### src/rtl/clkdiv_pkg.sv
// Shared constants, types and helpers for the clock divider bank.
// Divider state is held at a fixed internal width (CLKDIV_CNT_W); the
// external divisor port (DIV_W) is zero-extended into it, so DIV_W must
// not exceed CLKDIV_CNT_W.
package clkdiv_pkg;

    // Smallest divisor that still yields a low and a high phase.
    localparam int unsigned CLKDIV_MIN_DIV     = 2;
    // 27 MHz in, 500 kHz out.
    localparam int unsigned CLKDIV_DEFAULT_DIV = 54;
    // Internal counter/divisor width.
    localparam int unsigned CLKDIV_CNT_W       = 16;

    typedef logic [CLKDIV_CNT_W-1:0] clkdiv_cnt_t;

    // Per-channel divider state.
    typedef struct packed {
        clkdiv_cnt_t div;          // divisor in force for the current period
        clkdiv_cnt_t cnt;          // position in period, 0..div-1
        clkdiv_cnt_t pending_div;  // divisor waiting for the next wrap
        logic        pending;      // pending_div is valid
    } clkdiv_state_t;

    // Length of the low phase: floor(N/2). The high phase gets the rest.
    function automatic clkdiv_cnt_t clkdiv_lo_len(input clkdiv_cnt_t div);
        return div >> 1;
    endfunction

endpackage

### src/rtl/clkdiv_channel.sv
// One divider channel: period counter, divisor with deferred update,
// run/stop handling and lock indication. clk_o comes straight from a flop.
// Optional: CLKDIV_TICK_EN adds tick_o, high during the wrap cycle.
module clkdiv_channel
    import clkdiv_pkg::*;
#(
    parameter int RST_DIV = CLKDIV_DEFAULT_DIV
) (
    input  logic        clk_i,
    input  logic        reset_i,
    input  logic        enable_i,
    input  logic        upd_i,
    input  clkdiv_cnt_t upd_div_i,
    output logic        pending_o,
    output logic        clk_o,
    output logic        locked_o
`ifdef CLKDIV_TICK_EN
    ,
    output logic        tick_o
`endif
);

    localparam clkdiv_cnt_t ONE = clkdiv_cnt_t'(1);

    clkdiv_state_t st_q, st_d;
    logic          run_q, run_d;
    logic          clk_q, clk_d;
    logic          locked_q, locked_d;
    logic          wrap;

    // Last cycle of the current period.
    assign wrap = run_q && (st_q.cnt == st_q.div - ONE);

    // Next-state: count, wrap/apply pending divisor, stop/start, lock.
    // An idle channel (run_q=0) sits at cnt=0; the first cycle enable is
    // seen high counts as cnt=0 of a fresh period, so leaving reset with
    // enable high gives a full-length first low phase.
    always_comb begin
        st_d     = st_q;
        run_d    = run_q;
        locked_d = locked_q;

        if (!run_q) begin
            if (enable_i) begin
                run_d    = 1'b1;
                st_d.cnt = ONE;
            end
        end else if (wrap) begin
            st_d.cnt = '0;
            if (st_q.pending) begin
                // New divisor takes over at a period boundary; lock only
                // after it has run one complete period.
                st_d.div     = st_q.pending_div;
                st_d.pending = 1'b0;
                locked_d     = 1'b0;
            end else begin
                locked_d = 1'b1;
            end
            if (!enable_i) begin
                run_d    = 1'b0;
                locked_d = 1'b0;
            end
        end else begin
            st_d.cnt = st_q.cnt + ONE;
        end

        if (upd_i) begin
            locked_d = 1'b0;
            if (!run_q && !enable_i) begin
                // Stopped channel: nothing to protect, apply at once.
                st_d.div = upd_div_i;
            end else begin
                st_d.pending     = 1'b1;
                st_d.pending_div = upd_div_i;
            end
        end

        clk_d = run_d && (st_d.cnt >= clkdiv_lo_len(st_d.div));
    end

    // State registers; reset drops any pending divisor.
    always_ff @(posedge clk_i) begin
        if (reset_i) begin
            st_q.div         <= clkdiv_cnt_t'(RST_DIV);
            st_q.cnt         <= '0;
            st_q.pending_div <= '0;
            st_q.pending     <= 1'b0;
            run_q            <= 1'b0;
            clk_q            <= 1'b0;
            locked_q         <= 1'b0;
        end else begin
            st_q     <= st_d;
            run_q    <= run_d;
            clk_q    <= clk_d;
            locked_q <= locked_d;
        end
    end

    assign pending_o = st_q.pending;
    assign clk_o     = clk_q;
    assign locked_o  = locked_q;
`ifdef CLKDIV_TICK_EN
    assign tick_o    = wrap;
`endif

endmodule

### src/rtl/clock_divider_bank.sv
// Bank of NUM_CH independent programmable clock dividers sharing one
// divisor-update port. Updates are deferred to the target channel's next
// period end; bad requests are swallowed and flagged on cfg_err.
// Optional: CLKDIV_TICK_EN adds the per-channel tick output.
module clock_divider_bank
    import clkdiv_pkg::*;
#(
    parameter int NUM_CH      = 4,
    parameter int DIV_W       = 8,
    parameter int DEFAULT_DIV = CLKDIV_DEFAULT_DIV,
    localparam int CH_W       = (NUM_CH > 1) ? $clog2(NUM_CH) : 1
) (
    input  logic              clk_in,
    input  logic              reset,
    input  logic [NUM_CH-1:0] enable,
    input  logic              cfg_valid,
    output logic              cfg_ready,
    input  logic [CH_W-1:0]   cfg_ch,
    input  logic [DIV_W-1:0]  cfg_div,
    output logic              cfg_err,
    output logic [NUM_CH-1:0] clk_out,
    output logic [NUM_CH-1:0] locked
`ifdef CLKDIV_TICK_EN
    ,
    output logic [NUM_CH-1:0] tick
`endif
);

    logic [NUM_CH-1:0]      pend_w;
    logic [(1<<CH_W)-1:0]   pend_pad;
    logic                   ch_ok, div_ok, accept, good;
    logic                   cfg_err_q, cfg_err_d;
    clkdiv_cnt_t            upd_div;

    // Pad pending flags to the full cfg_ch range so an out-of-range
    // channel reads as not pending and its request is accepted (and flagged).
    always_comb begin
        pend_pad             = '0;
        pend_pad[NUM_CH-1:0] = pend_w;
    end

    assign cfg_ready = !pend_pad[cfg_ch];
    assign ch_ok     = 32'(cfg_ch) < NUM_CH;
    assign div_ok    = 32'(cfg_div) >= CLKDIV_MIN_DIV;
    assign accept    = cfg_valid && cfg_ready;
    assign good      = accept && ch_ok && div_ok;
    assign cfg_err_d = accept && !(ch_ok && div_ok);
    assign upd_div   = clkdiv_cnt_t'(cfg_div);

    // Rejected-update flag, one cycle after the accept.
    always_ff @(posedge clk_in) begin
        if (reset) cfg_err_q <= 1'b0;
        else       cfg_err_q <= cfg_err_d;
    end

    assign cfg_err = cfg_err_q;

    for (genvar c = 0; c < NUM_CH; c++) begin : g_ch
        clkdiv_channel #(
            .RST_DIV   (DEFAULT_DIV)
        ) u_ch (
            .clk_i     (clk_in),
            .reset_i   (reset),
            .enable_i  (enable[c]),
            .upd_i     (good && (cfg_ch == CH_W'(c))),
            .upd_div_i (upd_div),
            .pending_o (pend_w[c]),
            .clk_o     (clk_out[c]),
            .locked_o  (locked[c])
`ifdef CLKDIV_TICK_EN
            ,
            .tick_o    (tick[c])
`endif
        );
    end

endmodule

### config.mk
export PLATFORM = sky130hd
export DESIGN_NAME = clock_divider_bank
export DESIGN_NICKNAME = d
export VERILOG_FILES = /design/src/rtl/clkdiv_pkg.sv /design/src/rtl/clkdiv_channel.sv /design/src/rtl/clock_divider_bank.sv
export SDC_FILE = /design/constraint.sdc
export NUM_CORES = 1
export LEC_CHECK = 0
export CAP_MARGIN = 25
export CORE_ASPECT_RATIO = 1.4
export CORE_UTILIZATION = 57
export CTS_CLUSTER_SIZE = 16
export DETAILED_ROUTE_END_ITERATION = 16
export PLACE_DENSITY = 0.85
export SYNTH_ARGS = -nofsm -noshare
export SYNTH_HDL_FRONTEND = slang
export SYNTH_SLANG_ARGS = --single-unit
### constraint.sdc
create_clock -name clk_in -period 4.4 [get_ports clk_in]
set_input_delay 1.32 -clock clk_in [delete_from_list [all_inputs] [get_ports clk_in]]
set_output_delay 1.32 -clock clk_in [all_outputs]
set_load 0.05 [all_outputs]
; After elaboration in Yosys (flattened, before gate mapping)
; Index checks and enable logic that the tools add are counted.
[word_totals]
reg_bits = 177
in_bits = 17
out_inout_bits = 10
elab_cells = 166
[classes]
addsub = 8
magnitude_cmp = 6
n_eq_ne = 7
muxes = 70
n_bitwise = 4
reduce_logical = 42
[op_table]
columns = cell, n
row1 = 2-to-1 mux 16 bit, 32
row2 = "adder 16 x 1 -> 16 bit, second input constant", 4
row3 = == test 16 bit, 4
row4 = >= comparator 16 x 15 -> 1 bit, 4
row5 = "subtractor 16 x 1 -> 16 bit, second input constant", 4
row6 = 2-to-1 mux 1 bit, 37
row7 = logical AND 1 bit, 19
row8 = AND reduction 2 bit, 8
row9 = zero test 1 bit, 10
row10 = ">= comparator 8 x 2 -> 1 bit, second input constant", 1
row11 = OR reduction 2 bit, 4
row12 = "== test 2 bit, second input constant", 2
row13 = NOT 1 bit, 4
row14 = "< comparator 2 x 3 -> 1 bit, second input constant", 1
row15 = binary-select mux 1 bit (select 2 bit), 1
row16 = "== test 2 x 1 -> 1 bit, second input constant", 1
row17 = zero test 2 bit, 1

; Logic depth before layout (Yosys ltp)
[depth]
ltp_word = 9
depth_mapped = 19

; Modules after synthesis
; Synthesis repeated with hierarchy kept, for this count alone.
[hier_totals]
cells_unflattened = 1784
hier_area_um2 = 14005.9
[by_module_without_submodules]
columns = mod, n_inst, cells_each, area_per_inst_um2, seq_area_each_um2
row1 = clkdiv_channel at g_ch[1].u_ch ..., 2, 454, 3512.1, 1041.0
row2 = clkdiv_channel at g_ch[3].u_ch, 1, 441, 3494.6, 1041.0
row3 = clkdiv_channel at g_ch[0].u_ch, 1, 419, 3343.2, 1041.0
row4 = clock_divider_bank, 1, 16, 143.9, 20.0

; Worst setup path after synthesis
; Ideal clock, no wire load.
[synth_timing]
path_type = input -> register
start = input cfg_ch[1]
end = register g_ch[0].u_ch.clk_q
setup_time_ns = 0.130
arrival_time_ns = 4.467
required_time_ns = 4.270
path_slack_ns = -0.197
path_stages = 15
path_buffers = 2
cell_sequence = mux4_2 -> a211oi_1 -> nor3b_1 -> and2_1 -> clkbuf_1 -> clkbuf_1 -> nand2_1 -> and2_1 -> ha_1 -> a21o_1 -> a21oi_1 -> a31oi_1 -> o22ai_1 -> a21o_1 -> o32ai_1
[synth_via]
elab_chain_cells = 9
word_cells_on_any_way = 10
[synth_lines]
columns = element, line
row1 = from (decl), clock_divider_bank.sv:18  ; input logic [CH_W-1:0] cfg_ch,
row2 = binary-select mux 1 bit (select 2 bit), clock_divider_bank.sv:42  ; assign cfg_ready = !pend_pad[cfg_ch];
row3 = 2-to-1 mux 1 bit (not written as such), clock_divider_bank.sv:42
row4 = zero test 1 bit, clock_divider_bank.sv:42
row5 = logical AND 1 bit, clock_divider_bank.sv:45  ; assign accept = cfg_valid && cfg_ready;
row6 = logical AND 1 bit, clock_divider_bank.sv:46  ; assign good = accept && ch_ok && div_ok;
row7 = logical AND 1 bit (*), clock_divider_bank.sv:65  ; .upd_i (good && (cfg_ch == CH_W'(c))),
row8 = 2-to-1 mux 16 bit (*), clkdiv_channel.sv:67  ; if (upd_i) begin
row9 = >= comparator 16 x 15 -> 1 bit (*), clkdiv_channel.sv:78  ; clk_d = run_d && (st_d.cnt >= clkdiv_lo_len(st_d.div));
row10 = logical AND 1 bit (*), clkdiv_channel.sv:78
row11 = to (signal assigned), clkdiv_channel.sv:94  ; clk_q <= clk_d;
row12 = to (decl), clkdiv_channel.sv:27  ; logic clk_q, clk_d;
; Every way passes the cells marked *; elsewhere a longest branch is shown, timed or not. The select of a mux whose other input is x is not followed.
; A chain may end at the register's enable or synchronous reset.

; Final worst setup path
[layout_timing]
start = register g_ch[3].u_ch.st_q[34] (netlist name)
end = register g_ch[3].u_ch.clk_q
[layout_via]
elab_chain_cells = 9
word_cells_on_any_way = 14
[layout_lines]
columns = element, line
row1 = from (decl), clkdiv_channel.sv:25  ; clkdiv_state_t st_q, st_d;
row2 = from (signal assigned), clkdiv_channel.sv:92  ; st_q <= st_d;
row3 = subtractor 16 x 1 -> 16 bit, clkdiv_channel.sv:32  ; assign wrap = run_q && (st_q.cnt == st_q.div - ONE);
row4 = == test 16 bit, clkdiv_channel.sv:32
row5 = logical AND 1 bit, clkdiv_channel.sv:32
row6 = 2-to-1 mux 16 bit, clkdiv_channel.sv:48  ; end else if (wrap) begin
row7 = 2-to-1 mux 16 bit, clkdiv_channel.sv:43  ; if (!run_q) begin
row8 = 2-to-1 mux 16 bit, clkdiv_channel.sv:69  ; if (!run_q && !enable_i) begin
row9 = 2-to-1 mux 16 bit, clkdiv_channel.sv:67
row10 = >= comparator 16 x 15 -> 1 bit, clkdiv_channel.sv:78
row11 = logical AND 1 bit (*), clkdiv_channel.sv:78
row12 = to (signal assigned), clkdiv_channel.sv:94
row13 = to (decl), clkdiv_channel.sv:27
; Every way passes the cells marked *; elsewhere a longest branch is shown, timed or not.

==> results.toml <==
[synthesis]
synth_top_family_by_area = "simple AND/OR/NAND/NOR gates"
synth_mux_area_share_pct = 6.33
mappedNetlistArea_mm2 = 0.0118
synth_area_leaders = "dfxtp_1 (30%), ha_1 (7.2%), nand2_1 (5.3%)"
synthCells = 1455
avgSynthCellArea_um2 = 8.10
synth_edf_count = 0
ys_ff_latch = 177
yosys_warnings = 0
yosysUniqueCellTypes = 87
synthesis.nets = 1540
synth_compound_area_share_pct = 13.7
synth_top_area_cell = "dfxtp_1"
synthXorXnorAreaFrac_pct = 9.14
synth_ff_type = "dfxtp_1"
synth_top_area_share_pct = 30.1
seq_area_frac_synth_pct = 30.1
synth-adder-area-share_pct = 7.22
async_flop_share_pct = 0
yosys.area_share.simple_pct = 28.9

[power_and_ir_drop]
ir_worst_vdd_mv = 0.245
power_density_mw_per_mm2 = 252
p_int_uw = 2560
p_total_uw = 3450
combPwrFrac_pct = 10.2
switchingPower_uw = 898
clkPwrFrac_pct = 41.6
seq_power_share_pct = 48.1
swShare_pct = 26.0
power.leakage_uw = 0.00563

[die]
initial_utilization_pct = 58.7
io_pins = 27
core.rowCount = 61
die_area_mm2 = 0.0213
core_mm2 = 0.0201
die_x_um = 124
die_h_um = 172

[clock_tree]
cts_root_buffer = "clkbuf_16"
htreeDepth = 4
cts_tree = "done"
clk_pin_slew_ps = 70
numCtsBuffers = 17
cts_hold_buffers = 0
clock_latency_ps = 440
cts.path.max_buffers = 2
cts_sinks = 177

[sta]
relSlewSlack_pct = 56.3
tns_ps = 0
final.min_clock_period_ps = 4270
slew_viol_final = 0
fmax_mhz = 234
tightestPinTransition_ps = 653
hold_viol_final = 0
fin_crit_sh_pct = 97.1
setup-violations-final = 0
rsz0062_at_grt = "yes"
finClkSkew_ps = 10.6

[worst_setup_path]
reg2reg_to = "g_ch[3].u_ch.clk_o$_SDFF_PP0_"
reg2reg_depth = 15
critical_path.cell_chain = "or4_1 > or3_1 > a2111oi_4 > o211ai_1 > nor4b_2 > buf_4 > mux2_2 > and2_1 > ha_1 > a21o_1 > a21oi_1 > a31oi_1 > o22ai_1 > a21oi_1 > a21o_1"
end_kind = "flop"
path_max_fanout = 5
crit_type = "flop to flop"
cp_num_buf_inv = 1
cp_data_required_time_ps = 4730
r2r_start = "g_ch[3].u_ch.st_q[34]$_SDFF_PP1_"
slowest_stage = "or4_1"
r2r_setup_slack_ps = 130
cp.arrival_ps = 4600
crit_family = "compound AO/OA/AOI/OAI gates"
start_kind = "flop"
max_stage_delay_ps = 540

[final_layout]
fillers = 1531
seq_area_mm2 = 0.00354
layout.cells.most_common_list = "dfxtp_1 (177), nand2_1 (166), nor2_1 (146)"
syn2layout_area_growth_pct = 16.4
multi_input_area_mm2 = 0.00786
stdcell_count = 1809
diodes = 0
mostFrequentLayoutCell = "dfxtp_1"
drive_gt1_share_pct = 15.2
final_nets = 1629

[placed_design]
place_inst = 1767
port_buffers = 26
gp_congestion = 0.963
dp_hpwl_um = 24100

[routing]
vias_per_cell = 6.34
drcViolationCount = 0
detail_route.first_pass.iterations = 6
routed_wl_um = 33600
dr_total_vias = 11500
ant_nets = 0
dr.first_iter.drc_count = 1046
avgRoutedWirePerCell_um = 18.6

[worst_hold_path]
holdCritPathClass = "flop to flop"
whs_path_depth = 2
holdPathEnd = "g_ch[3].u_ch.locked_o$_SDFFE_PP0P_"
worstHoldStart = "g_ch[3].u_ch.locked_o$_SDFFE_PP0P_"

[global_routing]
track_usage_pct = 31.7
antenna_found_initial = 0
overflow = 0
grt_pass1_vias = 11100
grt_pass1_wl_um = 53200
grt_max_degree = 123

[status]
outcome = "complete, no violations"

[flow_run]
cap_violations = 0
sequential cells by signal (all words and copies together), names as in the netlist:
name                 flops
g_ch.u_ch.pending_o      4
g_ch.u_ch.locked_o       4
cfg_err                  1
g_ch.u_ch.st_q         160
g_ch.u_ch.run_q          4
g_ch.u_ch.clk_o          4
cells in the mapped netlist, types with 4 or more instances:
cell type	count
a2111oi_0	8
a211o_1	17
a211oi_1	12
a21boi_0	4
a21o_1	26
a21oi_1	54
a31oi_1	14
a32o_1	4
a41oi_1	4
and2_1	37
and3_1	34
and3b_1	4
and4_1	9
buf_1	4
buf_2	10
buf_4	10
clkbuf_1	66
dfxtp_1	177
ha_1	68
inv_1	29
mux2_2	15
mux2i_1	54
nand2_1	167
nand2b_1	12
nand3_1	55
nand3b_1	6
nand4_1	32
nand4b_1	7
nor2_1	147
nor2b_1	11
nor3_1	75
nor3b_1	7
nor4_1	17
o2111ai_1	8
o211ai_1	8
o21a_1	5
o21ai_0	25
o22ai_1	6
o31ai_1	5
or2_2	6
or3_1	4
or4_1	13
xnor2_1	61
xor2_1	62
worst max-delay path by stage:
stage / start / endpoint / slack (ps) / cells after the start
6_report: g_ch[3].u_ch.st_q[34]$_SDFF_PP1_ / g_ch[3].u_ch.clk_o$_SDFF_PP0_ / 130 / 15
3_3_place_gp: cfg_ch[1] / g_ch[3].u_ch.clk_o$_SDFF_PP0_ / -550 / 18
5_1_grt: g_ch[1].u_ch.st_q[33]$_SDFF_PP0_ / g_ch[1].u_ch.clk_o$_SDFF_PP0_ / -50 / 19
3_5_place_dp: cfg_ch[1] / g_ch[1].u_ch.clk_o$_SDFF_PP0_ / -650 / 17
2_1_floorplan: cfg_ch[1] / g_ch[0].u_ch.clk_o$_SDFF_PP0_ / -8 / 15
4_1_cts: cfg_ch[0] / g_ch[3].u_ch.clk_o$_SDFF_PP0_ / 4 / 16
power groups by stage:
stage	Sequential [uW]	Clock, uW	Combinational [uW]
detailed placement	1700	0	329
CTS	1660	1450	334
global route	1660	1500	381
global placement	1700	0	320
finish	1660	1440	353
floorplan	1680	0	213
layout make-up:
class / instances / share of cell area, %
clock inverters: 12 / 0.802
well taps: 252 / 2.30
multi-input cells: 1154 / 57.3
flip-flops and latches: 177 / 25.8
inverters: 29 / 0.793
repair buffers: 165 / 9.80
clock buffers: 20 / 3.18
metrics by stage:
step	hold slack [ps]	util, %	worst slack, ps	instance area [um^2]
global route	505	68.4	-45.8	13700
detailed placement	450	64.6	-648	13000
global placement	452	64.6	-545	13000
CTS	469	67.4	3.83	13500
finish	460	68.4	129	13700
floorplan	435	-	-8.41	11800
cell families (layout without fill, tap and decap cells):
logic type,Yosys count,in the layout
AOI/OAI and AO/OA,226,226
xor gates and xnor gates,123,123
adders and majority gates,68,68
buffers and inverters,124,226
DFF,177,177
muxes,71,71
and+or+nand+nor,666,666
repair_timing:
action,in CTS,in global routing
pin swaps,4,13
endpoints found under the setup margin,4,4
buffers inserted,1,9
gates cloned,0,0
resized for setup,7,30
worst min-delay path, stage by stage, from the launching register on:
cell,delay [ps]
dfxtp_1,310
nand2_1,50
mux2i_1,50
layer usage:
layer / global-route usage (%) / routed length, um / vias up
li1: - / - / 5382
met1: 36.4 / 12800 / 5403
met2: 55.0 / 16700 / 526
met3: 4.22 / 1980 / 162
met4: 19.9 / 2050 / 0
met5: 0 / 0 / -
Power figures use the tool's default switching activity.
